### src/rtl/framebuffer_uart_dumper_if.sv
`default_nettype none
// +------------------------------------------------------------------+
// | framebuffer_uart_dumper_if                                       |
// | VdRam request/grant read port shared through the external arbiter|
// | Rev 1.0                                                          |
// +------------------------------------------------------------------+
interface framebuffer_uart_dumper_if;
    logic        rd_req;
    logic [18:0] rd_addr;
    logic        rd_gnt;
    logic [7:0]  rd_data;

    modport master (output rd_req, rd_addr, input rd_gnt, rd_data);
    modport slave  (input rd_req, rd_addr, output rd_gnt, rd_data);
endinterface
`default_nettype wire

### src/rtl/framebuffer_uart_dumper.sv
`default_nettype none
// +------------------------------------------------------------------+
// | framebuffer_uart_dumper                                          |
// | Streams header, raster pixels and (CHECKSUM_EN) an XOR byte      |
// | from VdRam over a UART 8N1 line.                                 |
// | Rev 1.0                                                          |
// +------------------------------------------------------------------+
module framebuffer_uart_dumper #(
    parameter int CLKS_PER_BIT = 434,
    parameter int MAX_PIXELS   = 307200
) (
    input  wire logic                  CLOCK_50,
    input  wire logic                  reset,
    input  wire logic                  start,
    input  wire logic [9:0]            frame_w,
    input  wire logic [9:0]            frame_h,
    framebuffer_uart_dumper_if.master  rd,
    output logic                       uart_tx,
    output logic                       busy,
    output logic                       done,
    output logic                       error
);

    localparam int              c_TMR_W    = $clog2(CLKS_PER_BIT);
    localparam logic [c_TMR_W-1:0] c_TMR_LAST = c_TMR_W'(CLKS_PER_BIT - 1);
    localparam logic [19:0]     c_MAX_N    = 20'(MAX_PIXELS);

    typedef enum logic [2:0] {
        S_IDLE  = 3'd0,
        S_HDR   = 3'd1,
        S_FETCH = 3'd2,
        S_WAIT  = 3'd3,
        S_SEND  = 3'd4,
        S_CKSUM = 3'd5,
        S_DONE  = 3'd6
    } state_t;

    state_t              r_state;
    state_t              w_next;

    logic [9:0]          r_w;
    logic [9:0]          r_h;
    logic [19:0]         r_n;
    logic [18:0]         r_pix;
    logic [2:0]          r_hdr_idx;
    logic [7:0]          r_tx_byte;
    logic                r_error;
`ifdef CHECKSUM_EN
    logic [7:0]          r_cksum;
`endif

    logic                r_tx_active;
    logic [8:0]          r_shift;
    logic [3:0]          r_bit_cnt;
    logic [c_TMR_W-1:0]  r_bit_tmr;
    logic                r_tx_line;

    logic [19:0]         w_n;
    logic                w_oversize;
    logic                w_accept;
    logic                w_tx_ready;
    logic                w_last_pix;
    logic [7:0]          w_hdr_byte;
    logic                w_load;
    logic [7:0]          w_load_byte;
    logic                w_done;

    assign w_n        = {10'd0, frame_w} * {10'd0, frame_h};
    assign w_oversize = (w_n > c_MAX_N);
    assign w_accept   = (r_state == S_IDLE) && start;
    // The shifter can take a new byte on the last cycle of a stop bit, so bytes can abut
    assign w_tx_ready = !r_tx_active || ((r_bit_tmr == '0) && (r_bit_cnt == 4'd9));
    assign w_last_pix = ({1'b0, r_pix} == (r_n - 20'd1));

    always_comb begin
        case (r_hdr_idx)
            3'd0:    w_hdr_byte = 8'hA5;
            3'd1:    w_hdr_byte = 8'h5A;
            3'd2:    w_hdr_byte = {6'b0, r_w[9:8]};
            3'd3:    w_hdr_byte = r_w[7:0];
            3'd4:    w_hdr_byte = {6'b0, r_h[9:8]};
            default: w_hdr_byte = r_h[7:0];
        endcase
    end

    always_ff @(posedge CLOCK_50 or posedge reset) begin
        if (reset) r_state <= S_IDLE;
        else       r_state <= w_next;
    end

    always_comb begin
        w_next      = r_state;
        w_load      = 1'b0;
        w_load_byte = r_tx_byte;
        w_done      = 1'b0;
        rd.rd_req   = 1'b0;
        case (r_state)
            S_IDLE: begin
                if (start && !w_oversize) w_next = S_HDR;
            end
            S_HDR: begin
                if (w_tx_ready) begin
                    w_load      = 1'b1;
                    w_load_byte = w_hdr_byte;
                    if (r_hdr_idx == 3'd5) w_next = (r_n == 20'd0) ? S_DONE : S_FETCH;
                end
            end
            S_FETCH: begin
                rd.rd_req = 1'b1;
                if (rd.rd_gnt) w_next = S_WAIT;
            end
            S_WAIT: w_next = S_SEND;
            S_SEND: begin
                if (w_tx_ready) begin
                    w_load      = 1'b1;
                    w_load_byte = r_tx_byte;
`ifdef CHECKSUM_EN
                    if (w_last_pix) w_next = S_CKSUM;
`else
                    if (w_last_pix) w_next = S_DONE;
`endif
                    else            w_next = S_FETCH;
                end
            end
            S_CKSUM: begin
`ifdef CHECKSUM_EN
                if (w_tx_ready) begin
                    w_load      = 1'b1;
                    w_load_byte = r_cksum;
                    w_next      = S_DONE;
                end
`else
                w_next = S_DONE;
`endif
            end
            S_DONE: begin
                // Wait until the final stop bit has fully elapsed
                if (!r_tx_active) begin
                    w_done = 1'b1;
                    w_next = S_IDLE;
                end
            end
            default: w_next = S_IDLE;
        endcase
    end

    always_ff @(posedge CLOCK_50 or posedge reset) begin
        if (reset) begin
            r_w       <= '0;
            r_h       <= '0;
            r_n       <= '0;
            r_pix     <= '0;
            r_hdr_idx <= '0;
            r_tx_byte <= '0;
            r_error   <= 1'b0;
`ifdef CHECKSUM_EN
            r_cksum   <= '0;
`endif
        end else begin
            r_error <= w_accept && w_oversize;
            if (w_accept && !w_oversize) begin
                r_w       <= frame_w;
                r_h       <= frame_h;
                r_n       <= w_n;
                r_pix     <= '0;
                r_hdr_idx <= '0;
`ifdef CHECKSUM_EN
                r_cksum   <= '0;
`endif
            end
            if ((r_state == S_HDR) && w_load) r_hdr_idx <= r_hdr_idx + 3'd1;
            // rd_data is sampled on the second edge after the grant cycle
            if (r_state == S_WAIT) begin
                r_tx_byte <= rd.rd_data;
`ifdef CHECKSUM_EN
                r_cksum   <= r_cksum ^ rd.rd_data;
`endif
            end
            if ((r_state == S_SEND) && w_load && !w_last_pix) r_pix <= r_pix + 19'd1;
        end
    end

    always_ff @(posedge CLOCK_50 or posedge reset) begin
        if (reset) begin
            r_tx_active <= 1'b0;
            r_shift     <= '1;
            r_bit_cnt   <= '0;
            r_bit_tmr   <= '0;
            r_tx_line   <= 1'b1;
        end else if (w_load) begin
            r_tx_active <= 1'b1;
            r_shift     <= {1'b1, w_load_byte};
            r_bit_cnt   <= '0;
            r_bit_tmr   <= c_TMR_LAST;
            r_tx_line   <= 1'b0;
        end else if (r_tx_active) begin
            if (r_bit_tmr != '0) begin
                r_bit_tmr <= r_bit_tmr - 1'b1;
            end else if (r_bit_cnt == 4'd9) begin
                r_tx_active <= 1'b0;
                r_tx_line   <= 1'b1;
            end else begin
                r_tx_line <= r_shift[0];
                r_shift   <= {1'b1, r_shift[8:1]};
                r_bit_cnt <= r_bit_cnt + 4'd1;
                r_bit_tmr <= c_TMR_LAST;
            end
        end
    end

    assign rd.rd_addr = r_pix;
    assign uart_tx    = r_tx_line;
    assign busy       = (r_state != S_IDLE) && !w_done;
    assign done       = w_done;
    assign error      = r_error;

endmodule
`default_nettype wire

### src/flat_wrapper.sv
// flat-port wrapper written by rule: the top's interface ports become plain ports
module framebuffer_uart_dumper_flat 
#(
    parameter int CLKS_PER_BIT = 434,
    parameter int MAX_PIXELS   = 307200
)
  (CLOCK_50, reset, start, frame_w, frame_h, uart_tx, busy, done, error, rd_rd_req, rd_rd_addr, rd_rd_gnt, rd_rd_data);
  framebuffer_uart_dumper_if rd_i ();
  input  wire logic CLOCK_50;
  input  wire logic reset;
  input  wire logic start;
  input  wire logic [9:0] frame_w;
  input  wire logic [9:0] frame_h;
  output logic uart_tx;
  output logic busy;
  output logic done;
  output logic error;
  output wire logic [$bits(rd_i.rd_req)-1:0] rd_rd_req;
  output wire logic [$bits(rd_i.rd_addr)-1:0] rd_rd_addr;
  input wire logic [$bits(rd_i.rd_gnt)-1:0] rd_rd_gnt;
  input wire logic [$bits(rd_i.rd_data)-1:0] rd_rd_data;
  assign rd_rd_req = rd_i.rd_req;
  assign rd_rd_addr = rd_i.rd_addr;
  assign rd_i.rd_gnt = rd_rd_gnt;
  assign rd_i.rd_data = rd_rd_data;
  framebuffer_uart_dumper #(.CLKS_PER_BIT(CLKS_PER_BIT), .MAX_PIXELS(MAX_PIXELS)) u_core (.CLOCK_50(CLOCK_50), .reset(reset), .start(start), .frame_w(frame_w), .frame_h(frame_h), .rd(rd_i), .uart_tx(uart_tx), .busy(busy), .done(done), .error(error));
endmodule
### config.mk
export PLATFORM = sky130hd
export DESIGN_NAME = framebuffer_uart_dumper_flat
export DESIGN_NICKNAME = d
export VERILOG_FILES = /design/src/rtl/framebuffer_uart_dumper_if.sv /design/src/rtl/framebuffer_uart_dumper.sv /design/src/flat_wrapper.sv
export SDC_FILE = /design/constraint.sdc
export NUM_CORES = 1
export LEC_CHECK = 0
export ABC_AREA = 1
export CELL_PAD_IN_SITES_DETAIL_PLACEMENT = 1
export CELL_PAD_IN_SITES_GLOBAL_PLACEMENT = 1
export CORE_MARGIN = 2
export CORE_UTILIZATION = 45
export DETAILED_ROUTE_END_ITERATION = 16
export GPL_ROUTABILITY_DRIVEN = 1
export MAX_ROUTING_LAYER = met4
export PLACE_DENSITY = 0.87
export SKIP_CTS_REPAIR_TIMING = 1
export SYNTH_ARGS = -nofsm -noshare
export SYNTH_HDL_FRONTEND = slang
export SYNTH_SLANG_ARGS = --single-unit
### constraint.sdc
create_clock -name CLOCK_50 -period 3.3 [get_ports CLOCK_50]
set_input_delay 0.33 -clock CLOCK_50 [delete_from_list [all_inputs] [get_ports CLOCK_50]]
set_output_delay 0.33 -clock CLOCK_50 [all_outputs]
set_load 0.05 [all_outputs]
==> results of run 1 <==
-- power by group through the flow --
stage,Combinational [uW],Sequential (uW),Clock [uW]
floorplan,4480,2550,0
detailed placement,7650,2340,0
finish,10400,2490,1060
CTS,7730,2340,1020
global placement,7260,2280,0
global route,11000,2520,1100
-- layout make-up --
| cell class | instances | area, um2 | share of cell area, % |
|---|---|---|---|
| timing repair buffer | 170 | 1682 | 13.74 |
| sequential | 97 | 2439 | 19.93 |
| inverter | 256 | 975.9 | 7.976 |
| tap | 270 | 337.8 | 2.761 |
| multi-input combinational | 916 | 6511 | 53.22 |
| clock inverter | 7 | 52.55 | 0.4295 |
| antenna | 5 | 12.51 | 0.1023 |
| clock buffer | 9 | 225.2 | 1.841 |
-- path summary, 6_finish.rpt --
check	end	cells past startpoint	startpoint	slack, ns
max in group asynchronous	u_core.r_shift[7]$_DFFE_PP1P_	3	reset	2.03
min	u_core.r_w[6]$_DFFE_PP0P_	4	frame_w[6]	0.41
max	u_core.r_h[1]$_DFFE_PP0P_	29	frame_w[2]	-2.39
max reg2reg	u_core.rd.rd_addr[11]$_DFFE_PP0P_	16	u_core.r_n[0]$_DFFE_PP0P_	0.12
min reg2reg	u_core.r_tx_byte[3]$_DFFE_PP0N_	2	u_core.r_tx_byte[3]$_DFFE_PP0N_	0.50
min in group asynchronous	u_core.r_n[19]$_DFFE_PP0P_	2	reset	0.50
-- worst max-delay path, delay by kind of cell --
family,cells,cell delay [ns]
adder cells (fa/ha/maj),6,2.71
AO/OA/AOI/OAI,1,0.36
AND/OR/NAND/NOR,15,1.43
buffers and inverters,7,1.04
-- sequential cells by signal, indices dropped and copies added, names as in the netlist --
signal / count
u_core.r_hdr_idx: 3
u_core.r_bit_cnt: 4
u_core.r_tx_byte: 8
u_core.r_n: 20
u_core.r_shift: 8
u_core.r_tx_active: 1
u_core.r_bit_tmr: 9
u_core.error: 1
u_core.r_h: 10
u_core.r_state: 3
u_core.r_w: 10
u_core.uart_tx: 1
u_core.rd.rd_addr: 19
-- cells in the final DEF (no fill, tap or decap), types with 17 or more instances in the layout --
| master | instances |
|---|---|
| nand2_4 | 26 |
| nand2_1 | 337 |
| nor2_1 | 76 |
| ha_1 | 52 |
| inv_1 | 234 |
| fa_1 | 58 |
| clkbuf_16 | 17 |
| o21ai_2 | 27 |
| nand2_2 | 64 |
| nand3_1 | 53 |
| inv_2 | 19 |
| o21ai_0 | 24 |
| clkdlybuf4s50_1 | 36 |
| dfrtp_1 | 88 |
| buf_4 | 91 |
| xor2_1 | 23 |
-- cell families (layout without fill, tap and decap cells) --
family,count (synthesis),in the layout,share of synthesized area (%)
other,0,5,0
multiplexers,1,1,0.1070
flip-flops,97,97,26.07
XOR/XNOR,39,39,3.798
adder cells (fa/ha/maj),128,128,22.09
buffers and inverters,293,442,12.50
AND/OR/NAND/NOR,640,641,28.66
AO/OA/AOI/OAI,107,107,6.768
-- stage by stage --
| stage | area (um2) | setup WS (ns) | utilization [%] |
|---|---|---|---|
| after floorplan | 9578 | -1.642 | - |
| after global placement | 10870 | -2.531 | 53.54 |
| after detailed placement | 10870 | -2.747 | 53.54 |
| after CTS | 11150 | -2.416 | 54.91 |
| after global routing | 12240 | -2.495 | 60.27 |
| final | 12240 | -2.389 | 60.27 |
-- layer usage --
layer | part of all wire, % | track usage [%] | vias up
met2 | 51 | 52.36 | 518
met5 | 0 | - | -
met1 | 35 | 31.68 | 5100
li1 | - | - | 4262
met4 | 7.7 | 10.19 | 0
met3 | 5.9 | 3.160 | 257
==> run metrics, run 1 <==
Hold Violations, Final 0; Post-synth top cells nand2_1 (423), inv_1 (248), dfrtp_1 (88), nor2_1 (86), ha_1 (66); setup_tns -141.58 ns; post-synth cell types just under 50; Die Span X around 150 um; count of final setup violators between 60 and 70; Fmax about 180 MHz; CP Capture Type flip-flop; Clock Sink Count a little under 100; Core ar. about 20000 um2; ys flop type dfrtp_1; Setup CP Type input port to flip-flop; nets between 1500 and 2000; vias in the first global route roughly 9900; post-detailed-route count of antenna-violating nets 0; Clock Path Buffers 2; Vias/cell 5.860; slowest library cell on the worst path fa_1; Final min period roughly 5.7 ns; DP HPWL around 24 mm; worst slew pin tran approximately 0.84 ns; Seq/Total Area, Yosys approximately a quarter; CTS Buf Count 9; fin worst setup slack -2.389 ns; root buffer cell clkbuf_16; switch share a little over half; Top Ports 56; most frequent cell after synthesis nand2_1; count of flip-flops with a built-in enable after synthesis 0; final period utilization 172.4%; share of the synthesized area in the top cell type 23.54%; Vert. Die Dim 148.2 um; asr flop ratio synth 100.0%; initial antenna violation count 5; clock power share approximately 7.6%; vias post-DR around 10000; CP required about 3.5 ns; pin count of the biggest net entering global routing between 50 and 60; part of the power in combinational logic about three quarters; syn_nets 1465; startpoint type of the worst setup path input port; yosys warns 0; Pre-antenna DRT Iters 5; power per cell area 1136 nW/um2; instance count of the mapped netlist roughly 1300; Max Cap Violations 0; die footprint approximately 22000 um2; Reg clk slew, reported paths approximately 0.080 ns; area leader, netlist dfrtp_1; Int Power around 6400 uW; DR DRC count 0; Pleak ~0.0067 uW; CTS tree done; Net Sw Power roughly 7500 uW; layout cells sized above 1 between 20% and 30%; WHS ~0.41 ns; sequential power share 17.9%; Crit Path Max Fanout 7; Pwr Total 13900 uW; Worst slew margin a little over two fifths; Hold Path Class input port to flip-flop; Placed Cells about 1700; FP Rows 52; critical path arrival approximately 6 ns; WL final about 42 mm; clock skew ~0.012 ns; Total Routing Usage GR 28.38%; H-tree Lvls 3; non-filler cells, final 1730; DR WL/cell 24.31 um; first-pass GRT wire length between 40 and 50 mm; peak supply drop 0.5007 mV; port buffer count 55; synthesized area between 9000 and 10000 um2; clk_lat worst skew around 0.37 ns; Seq cells post-synth 97; top post-synthesis cells by area dfrtp_1 (24%), nand2_1 (17%), fa_1 (13%); layout filler cell count 2505; Max Slew Vio Count 0; most used cell, CP nand2_1; global route total overflow 0; GP Congestion approximately 0.9; mean post-synth cell area 7.169 um2; drt first-iter violations a little over 700; Initial Utilization between 40% and 50%; CP max stage delay around 0.57 ns; outcome complete, but fails checks; Layout area overhead 30.79%; failing checks setup timing; RSZ-0062 raised after global routing yes
Note: power is estimated with default switching activity, not from simulation.
==> run 2: changes to the inputs <==
Settings changed: REMOVE_ABC_BUFFERS set to 1, SLEW_MARGIN set to 20.
==> run 2 against run 1 <==
  * The flow still finishes with violations (setup timing)
  * Cell area grew 0.78%
  * Register-to-register slack better by 0.17 ns
  * Cell count down 0.69%
  * Combinational power barely moved
  * Critical path depth is 3 higher
  * Routed wire length down 11%
  * Total power grew 0.24%
  * Largest power group unchanged
==> run metrics, run 2 (synthesis gave the netlist of run 1 again) <==
layout cells sized above 1 between 20% and 30%; Pwr Total ~14000 uW; Hold Violations, Final 0; CP max stage delay roughly 0.53 ns; Vert. Die Dim between 100 and 150 um; Total Routing Usage GR 26.73%; DR DRC count 0; Vias/cell 5.649; Hold Crit Start frame_w[6]; max FFs per register 20; outcome complete, but fails checks; area occupied by multi-input gates 6583 um2; final period utilization 163.5%; vias in the first global route 9437; post-detailed-route count of antenna-violating nets 0; WHS 0.3678 ns; CTS Buf Count 9; clock power share between 8 and 9%; most used cell, CP nand2_1; setup_tns -131.99 ns; Top Ports 56; DP HPWL about 22 mm; DR WL/cell approximately 22 um; critical path arrival roughly 5.7 ns; register area 2439 um2; reg2reg path depth 14; Fmax 185.3 MHz; commonest non-fill, non-tap cell in the layout nand2_1; CP required around 3.6 ns; global route total overflow 0; Clock Path Buffers 2; Setup CP Type input port to flip-flop; RSZ-0062 raised after global routing yes; most flop-heavy register u_core.r_n; Max Slew Vio Count 0; Clock Sink Count 97; sequential power share 17.7%; Die Span X roughly 150 um; slowest library cell on the worst path fa_1; fin worst setup slack -2.096 ns; Hold Path Class input port to flip-flop; pin count of the biggest net entering global routing 56; Reg2Reg Capture Point u_core.r_bit_cnt[3]$_DFFE_PP0P_; flop-to-flop setup slack slightly below 0.3 ns; ant diodes 0; Crit Path Max Fanout 6; Worst slew margin around 45%; Core ar. 20300 um2; initial antenna violation count 0; peak supply drop between 0.5 and 0.6 mV; Net Sw Power 7331 uW; H-tree Lvls 3; CTS tree done; worst slew pin tran between 0.8 and 0.9 ns; drt first-iter violations ~710; port buffer count 55; FP Rows 52; count of final setup violators between 60 and 70; worst hold path cell count 4; WL final roughly 37 mm; root buffer cell clkbuf_16; failing checks setup timing; clock skew around 0.018 ns; Max Cap Violations 0; Reg clk slew, reported paths around 0.080 ns; Reg-to-Reg Start u_core.r_bit_tmr[0]$_DFFE_PP0P_; switch share a little over half; buffer and inverter count on the worst path 10; nets roughly 1600; Int Power between 6000 and 7000 uW; die footprint between 20000 and 25000 um2; GP Congestion between 0.9 and 1; Layout area overhead 31.80%; first-pass GRT wire length around 46 mm; clk_lat worst skew ~0.37 ns; Top delay family on crit path adder cells; Worst Hold Path EP u_core.r_w[6]$_DFFE_PP0P_; vias post-DR ~9700; CP Capture Type flip-flop; part of the power in combinational logic roughly three quarters; Pleak approximately 0.0066 uW; Final min period ~5.4 ns; commonest non-fill, non-tap cells in the layout nand2_1 (324), inv_1 (234), dfrtp_1 (88); Pre-antenna DRT Iters 5; Initial Utilization between 40% and 50%; power per cell area between 1000 and 1500 nW/um2; layout filler cell count around 2500; startpoint type of the worst setup path input port
-- run 2: cell types whose count changed in the layout (fill, tap and decap cells not counted), sizes merged --
cell | before | now
buf | 112 | 115
bufinv | 0 | 1
clkbuf | 20 | 21
clkinvlp | 1 | 0
diode | 5 | 0
dlymetal6s2s | 11 | 1
inv | 257 | 256
-- run 2: power groups by stage --
stage | registers [uW] | logic [uW] | clock network, uW
3_3_place_gp | 2280 | 7090 | 0
3_5_place_dp | 2320 | 7430 | 0
4_1_cts | 2320 | 7530 | 1140
5_1_grt | 2500 | 11000 | 1220
2_1_floorplan | 2560 | 4170 | 0
6_report | 2470 | 10300 | 1170
-- run 2: how the worst max path moves through the flow --
stage                          start                                end  depth (start not counted)
final                     frame_w[4]          u_core.r_w[2]$_DFFE_PP0P_                         32
after global routing      frame_w[4]          u_core.r_w[2]$_DFFE_PP0P_                         31
after CTS                 frame_h[2]          u_core.r_n[0]$_DFFE_PP0P_                         29
after detailed placement  frame_h[2]          u_core.r_n[0]$_DFFE_PP0P_                         30
after global placement    frame_w[2]  u_core.rd.rd_addr[12]$_DFFE_PP0P_                         28
after floorplan           frame_w[5]          u_core.r_h[1]$_DFFE_PP0P_                         28
-- run 2: stage by stage --
| step | worst slack (ns) | std cells | cell area [um2] | util [%] |
|---|---|---|---|---|
| floorplan | -1.995 | 1268 | 9146 | - |
| global placement | -2.661 | 1673 | 10700 | 52.71 |
| detailed placement | -2.854 | 1673 | 10700 | 52.71 |
| CTS | -2.619 | 1689 | 11020 | 54.30 |
| global route | -2.266 | 1718 | 12330 | 60.74 |
| finish | -2.096 | 1718 | 12330 | 60.74 |
-- run 2: tightest hold or removal path, cell delays in order --
cell and delay [ns]:
buf_6 0.09, buf_6 0.15, nand2_2 0.06, nand2_1 0.06
-- run 2: area by class of cell --
| type | count | area share (%) |
|---|---|---|
| multi-input combinational | 916 | 53.38 |
| sequential | 97 | 19.78 |
| timing repair buffer | 163 | 13.57 |
| inverter | 256 | 7.915 |
| tap | 270 | 2.740 |
| clock buffer | 10 | 1.938 |
| clock inverter | 6 | 0.6799 |
-- run 2: layer usage --
| layer | GRT usage (%) | up-vias | wire, um |
|---|---|---|---|
| met5 | - | - | 0 |
| met1 | 31.79 | 4847 | 14020 |
| li1 | - | 4250 | - |
| met4 | 9.000 | 0 | 1810 |
| met2 | 48.45 | 441 | 19790 |
| met3 | 1.442 | 167 | 1780 |
